### config.mk
export PLATFORM = sky130hd
export DESIGN_NAME = int_rx_dec
export DESIGN_NICKNAME = d
export VERILOG_FILES = /design/src/rtl/int_rx_dec.sv
export SDC_FILE = /design/constraint.sdc
export NUM_CORES = 1
export LEC_CHECK = 0
export ABC_AREA = 1
export CORE_ASPECT_RATIO = 0.6
export CORE_MARGIN = 10
export CORE_UTILIZATION = 40
export DETAILED_ROUTE_END_ITERATION = 7
export REMOVE_ABC_BUFFERS = 1
export SETUP_SLACK_MARGIN = 0.1
export SLEW_MARGIN = 20
export SYNTH_ARGS = -nofsm -noshare
export SYNTH_HDL_FRONTEND = slang
export SYNTH_SLANG_ARGS = --single-unit
### constraint.sdc
create_clock -name CLK -period 2.35 [get_ports CLK]
set_input_delay 0.705 -clock CLK [delete_from_list [all_inputs] [get_ports CLK]]
set_output_delay 0.705 -clock CLK [all_outputs]
set_load 0.02 [all_outputs]
### src/rtl/int_rx_dec.sv
// Decimal ASCII receiver: pops characters from the RX FIFO, parses terminated digit strings and
// hands out NBIT-bit operands under a valid/ack handshake. Optional echo path: INT_RX_ECHO_EN.
module int_rx_dec #(
  parameter int unsigned NBIT    = 8,
  parameter int unsigned MAX_DIG = 3
) (
  input  logic            CLK,
  input  logic            RESET,
  input  logic            rx_empty,
  input  logic [7:0]      rx_data,
  output logic            RD_FIFO_IN,
  output logic [NBIT-1:0] dato_out,
  output logic            dato_valid,
  input  logic            dato_ack,
  output logic            err,
  input  logic            tx_full,
  output logic            WR_FIFO_OUT,
  output logic [7:0]      data_echo
);

  localparam int unsigned AW = NBIT + 4;
  localparam int unsigned CW = $clog2(MAX_DIG + 1);
  localparam logic [AW-1:0] MaxVal = {4'b0000, {NBIT{1'b1}}};
  localparam logic [CW-1:0] MaxCnt = CW'(MAX_DIG);

  typedef enum logic [1:0] {
    StLeer   = 2'b00,
    StProc   = 2'b01,
    StEspera = 2'b10
  } state_e;

  state_e          state_q;
  logic [7:0]      ch_q;
  logic [AW-1:0]   acc_q;
  logic [CW-1:0]   cnt_q;
  logic            malo_q;

  logic            is_digit;
  logic            is_term;
  logic [AW-1:0]   acc_d;
  logic            ovf;

  always_comb begin
    is_digit = (ch_q >= 8'h30) && (ch_q <= 8'h39);
    is_term  = (ch_q == 8'h0D) || (ch_q == 8'h0A) || (ch_q == 8'h20);
    // Accumulator is 4 bits wider than the operand, so acc*10+9 cannot wrap.
    acc_d    = (acc_q << 3) + (acc_q << 1) + {{(AW-4){1'b0}}, ch_q[3:0]};
    ovf      = acc_d > MaxVal;
  end

  assign RD_FIFO_IN = (state_q == StLeer) && !rx_empty && !RESET;

`ifdef INT_RX_ECHO_EN
  assign WR_FIFO_OUT = RD_FIFO_IN && !tx_full;
  assign data_echo   = WR_FIFO_OUT ? rx_data : 8'h00;
`else
  logic unused_tx_full;
  assign unused_tx_full = tx_full;
  assign WR_FIFO_OUT    = 1'b0;
  assign data_echo      = 8'h00;
`endif

  always_ff @(posedge CLK or posedge RESET) begin
    if (RESET) begin
      state_q    <= StLeer;
      ch_q       <= 8'h00;
      acc_q      <= '0;
      cnt_q      <= '0;
      malo_q     <= 1'b0;
      dato_out   <= '0;
      dato_valid <= 1'b0;
      err        <= 1'b0;
    end else begin
      err <= 1'b0;
      case (state_q)
        StLeer: begin
          if (!rx_empty) begin
            ch_q    <= rx_data;
            state_q <= StProc;
          end
        end
        StProc: begin
          state_q <= StLeer;
          if (is_digit) begin
            if (cnt_q == MaxCnt || ovf) begin
              malo_q <= 1'b1;
            end else begin
              acc_q <= acc_d;
              cnt_q <= cnt_q + CW'(1);
            end
          end else if (is_term) begin
            if (malo_q) begin
              err    <= 1'b1;
              acc_q  <= '0;
              cnt_q  <= '0;
              malo_q <= 1'b0;
            end else if (cnt_q != '0) begin
              dato_out   <= acc_q[NBIT-1:0];
              dato_valid <= 1'b1;
              acc_q      <= '0;
              cnt_q      <= '0;
              state_q    <= StEspera;
            end
          end else begin
            // Poison the token; everything up to the next terminator is discarded.
            malo_q <= 1'b1;
          end
        end
        StEspera: begin
          if (dato_ack) begin
            dato_valid <= 1'b0;
            state_q    <= StLeer;
          end
        end
        default: state_q <= StLeer;
      endcase
    end
  end

endmodule

==> results.txt <==
Clock latency on the worst-skew pair, taken at its later pin, is 280 ps. Relative to the synthesized area, the layout overhead comes to 36.3%. The worst register-to-register path begins at acc_q[2]$_DFFE_PP0P_. The tools report the fraction of power consumed by sequential logic as 44.3%. After detailed routing, the number of vias per cell comes to 4.54. The routed design has 5.46 mm of wire. The die is 78.9 µm tall. In this run the number of H-tree levels came out at 2. The logs give 0.283 mV for the worst voltage drop across the vdd grid and 3160 µm² for the finished layout cell area. The total power per unit cell area works out to 457 nW/µm². The number of cells traversed by the worst hold path is 2, and the count of flip-flops with a built-in enable after synthesis is 0. Setup slack on the worst reg-to-reg path comes out at -150 ps. The combinational family with the most area after synthesis is simple AND/OR/NAND/NOR gates.

The clock passes through at most 2 buffers. The region available for standard cell placement spans 5600 µm². Kind of cell adding the most delay to the critical path: simple AND/OR/NAND/NOR gates. The run gives 476 ps as the worst-case hold slack.

STA puts the critical path data required time at 2570 ps. The synthesis-stage register bit count works out to 34. The run gives 5 as the number of buffers created by CTS. For hold timing, the worst endpoint is ch_q[6]$_DFFE_PP0P_. The share of async-settable or async-resettable flops after synthesis was 100%; the setup slack after layout was -154 ps.

The cell count along the critical path was 15; the final critical path time including I/O delays and setup was 2500 ps. The first TritonRoute pass finished after 4 iterations. In the routed design, unresolved DRC markers number 0. The largest net degree at the start of global routing is 35.

After Yosys synthesis, XOR and XNOR cells account for 0.378% of the synthesized area. In this run, the combinational gates consume 24.2% of the power. Synthesized-area fraction occupied by adder cells: 12.5%. Across the run, the number of max-cap violations was 0.

The synthesized netlist devotes 7.35% of its cell area to compound gates. The critical path in this run is classified as reg -> reg. Of the total synthesized cell area, the portion taken by AND, OR, NAND and NOR gates is 30.2%. Once placement completed, the tool counted placed cells totaling 421.

The count of endpoints failing hold in the final timing report was 0; the sequential fraction of the synthesis area was 36.8%. During synthesis, Yosys emitted a total of 0 warnings. For this design, the slowest cell found on the critical path is sky130_fd_sc_hd__fa_2. Clock tree synthesis found a total of 34 sinks. For the cell leakage power, the log shows 1.56 nW. The tools report the via count of the first global-routing pass as 1903.

Buffers placed on the I/O ports in this run total 22. Of the post-synthesis cell area, the part taken by muxes is 0%. The count of nets left with antenna violations once routing finished came out at 0. The logs give 302 for the cell count after synthesis and -396 ps for the placement-stage worst setup slack. The share of layout cells above drive strength 1 was 29.2%.

For the number of endpoints failing setup at the final stage, the log shows 14. The worst setup path is launched from a flop. The clock-pin slew on the worst setup and hold paths works out to 70 ps. The run gives 116 as the DRC marker count from the first detailed-route iteration. The synthesized netlist occupies a cell area of 2310 µm². For this run, the share of the core covered by cells in the final layout is 56.4%. The logs give -1770 ps for the setup total negative slack and 0 for the remaining global-route overflow. The cell row count was 21.

Once the floorplan was initialized, standard cells occupied 41.4% of the core. Measured in cells, the most critical reg-to-reg path has a length of 15. The logs give 2730 ps for the data arrival time of the critical path and 998 µW for the internal portion of total power.

The average wire length per cell after detail routing was 12.4 µm; the number of antenna violations at the first check in global routing was 0. In this run switching power makes up 30.9% of total power. The run finished, with violations left. The most used flip-flop cell after synthesis is sky130_fd_sc_hd__dfrtp_1. The antenna diode count is 0, and the setup skew after layout is 3.98 ps. For the pin with the worst max-slew slack, the measured transition is 618 ps.

For this design the total switching power over the nets is 446 µW. The clock network accounts for 31.5% of the total power. Detailed placement finished with a half-perimeter wire length of 4.04 mm.

The tools report the final weighted congestion in routability-driven placement as 0.864. The critical path capture point type was a flop. The clock tree root driver cell was sky130_fd_sc_hd__clkbuf_8. The completed layout was analyzed and its total power is 1.44 mW.

The floorplan die width came out at 118 µm. TritonCTS built the clock tree. The run gives 33 as the I/O pin total.

Dividing the final minimum period by the clock period gives 107%. The checks that failed: negative setup slack. The number of filler cells placed in the layout was 532.

The worst hold path begins at ch_q[6]$_DFFE_PP0P_. Based on the critical path, the design can be clocked at up to 0.399 GHz. The number of pins with negative max-slew slack in the final report was 0; the average size of a mapped cell was 7.66 µm². The first global-routing pass estimated 9.17 mm of wire. The floorplan step defined a die boundary enclosing 9330 µm².

For this block, the via count after detailed routing is 1994. For the count of different cell masters after synthesis, the log shows 33. Headroom to the max-slew limit came out at 58.7%. The number of buffer and inverter stages on the critical path works out to 3. The overall fraction of global-route tracks in use is 11.6%. The signal on the critical path passes through inv_2, fa_2, fa_2, inv_2, nand3_2, nand2_2, nand2_2, nand3_2, nand2_2, nor2_4, nand3_4, nand2_8, buf_8, nand3_2, nand2_1. The type of the tightest min-delay check is reg -> reg.

Summing all placed instances gives a cell area of 2730 µm². Setup repair after global routing could not meet its margin everywhere. The tools report the worst reg2reg path endpoint as acc_q[5]$_DFFE_PP0P_. The maximum fanout along the worst path is 7, and the peak per-stage delay on the critical path is 470 ps. The tools report the net count of the finished layout as 393.

After the flow finishes, the layout carries non-filler instances totaling 439. In this run, post-CTS hold repair placed 0 buffers.
## cell families after synthesis
family | after synthesis
AOI/OAI and AO/OA | 28
buffers and inverters | 64
other | 1
adders and majority gates | 22
DFF | 34
xor gates and xnor gates | 1
and+or+nand+nor | 152
## layer usage
metal	global-route usage, %	up-vias	wire (µm)
met5	0	-	0
met3	3.74	4	386
li1	-	1034	-
met2	16.3	51	2150
met1	17.3	905	2900
met4	1.11	0	19
## worst register-to-register path: cells and delay by family, from the launching register on
kind	cells	cell delay, ps
simple gates	10	880
buf+inv	3	310
flops	1	390
fa+ha+maj	2	870
## cells in the mapped netlist (2+ instances only)
cell | count | share of area, %
sky130_fd_sc_hd__o21ai_1 | 8 | 1.7
sky130_fd_sc_hd__buf_4 | 11 | 3.6
sky130_fd_sc_hd__dfrtp_1 | 34 | 37
sky130_fd_sc_hd__nand2_2 | 2 | 0.54
sky130_fd_sc_hd__nand2_1 | 93 | 15
sky130_fd_sc_hd__nand4_1 | 2 | 0.54
sky130_fd_sc_hd__nor3b_1 | 3 | 0.97
sky130_fd_sc_hd__a21oi_1 | 6 | 1.3
sky130_fd_sc_hd__nor2_1 | 25 | 4.1
sky130_fd_sc_hd__nand3_2 | 7 | 3.0
sky130_fd_sc_hd__inv_1 | 48 | 7.8
sky130_fd_sc_hd__inv_2 | 2 | 0.32
sky130_fd_sc_hd__fa_1 | 2 | 1.7
sky130_fd_sc_hd__clkbuf_1 | 2 | 0.32
sky130_fd_sc_hd__ha_1 | 20 | 11
sky130_fd_sc_hd__o21ai_0 | 8 | 1.7
sky130_fd_sc_hd__nor2_2 | 2 | 0.54
sky130_fd_sc_hd__nand3_1 | 12 | 2.6
## registers in the layout (all words and copies together), names as in the netlist
name and cells:
dato_out 8, state_q 2, malo_q 1, cnt_q 2, ch_q 8, dato_valid 1
err 1, acc_q 11
## layout by cell type (no fill, tap or decap), types with 2 or more instances in the layout
master	count
sky130_fd_sc_hd__buf_8	2
sky130_fd_sc_hd__fa_2	2
sky130_fd_sc_hd__inv_2	8
sky130_fd_sc_hd__nand2_4	3
sky130_fd_sc_hd__nor3b_1	3
sky130_fd_sc_hd__nor2_2	2
sky130_fd_sc_hd__a21oi_1	3
sky130_fd_sc_hd__ha_4	5
sky130_fd_sc_hd__ha_1	15
sky130_fd_sc_hd__a21oi_2	3
sky130_fd_sc_hd__nand2_8	3
sky130_fd_sc_hd__o21ai_0	8
sky130_fd_sc_hd__nor2_1	24
sky130_fd_sc_hd__nand2_2	13
sky130_fd_sc_hd__inv_1	42
sky130_fd_sc_hd__o21ai_1	8
sky130_fd_sc_hd__nand4_1	2
sky130_fd_sc_hd__dfrtp_1	34
sky130_fd_sc_hd__nor2_4	2
sky130_fd_sc_hd__conb_1	9
sky130_fd_sc_hd__nand2_1	78
sky130_fd_sc_hd__buf_4	30
sky130_fd_sc_hd__clkbuf_8	6
sky130_fd_sc_hd__clkdlybuf4s50_1	20
sky130_fd_sc_hd__nand3_2	15
sky130_fd_sc_hd__nand3_1	3
## worst max-delay path by stage
stage                               from                    to  slack [ps]
floorplan            ch_q[3]$_DFFE_PP0P_  acc_q[1]$_DFFE_PP0P_        -230
global placement                rx_empty            RD_FIFO_IN        -380
detailed placement              rx_empty            RD_FIFO_IN        -400
CTS                  ch_q[3]$_DFFE_PP0P_  acc_q[1]$_DFFE_PP0P_        -110
global route        acc_q[0]$_DFFE_PP0P_  acc_q[1]$_DFFE_PP0P_        -260
finish              acc_q[2]$_DFFE_PP0P_  acc_q[5]$_DFFE_PP0P_        -150
## power by group through the flow
stage / Clock [mW] / Combinational (mW) / Sequential [mW]
after floorplan: 0 / 0.158 / 0.649
after global placement: 0 / 0.264 / 0.648
after detailed placement: 0 / 0.267 / 0.648
after CTS: 0.466 / 0.302 / 0.639
after global routing: 0.500 / 0.385 / 0.644
final: 0.455 / 0.349 / 0.640
## what timing repair did
item                                    4_1_cts  5_1_grt
setup buffers                                 5        4
resized for setup                            32       33
endpoints found under the setup margin       15       14
pin swaps                                    24       13
gates cloned                                  0        1
## layout make-up
type | instances | area (µm²) | area share [%]
Multi-Input combinational cell | 213 | 1450 | 45.8
Sequential cell | 34 | 851 | 27.0
Timing Repair Buffer | 54 | 475 | 15.1
Inverter | 50 | 188 | 5.95
Tap cell | 80 | 100 | 3.17
Clock buffer | 6 | 82.6 | 2.62
Clock inverter | 2 | 12.5 | 0.397
No activity file was read; power rests on OpenSTA's default activity.
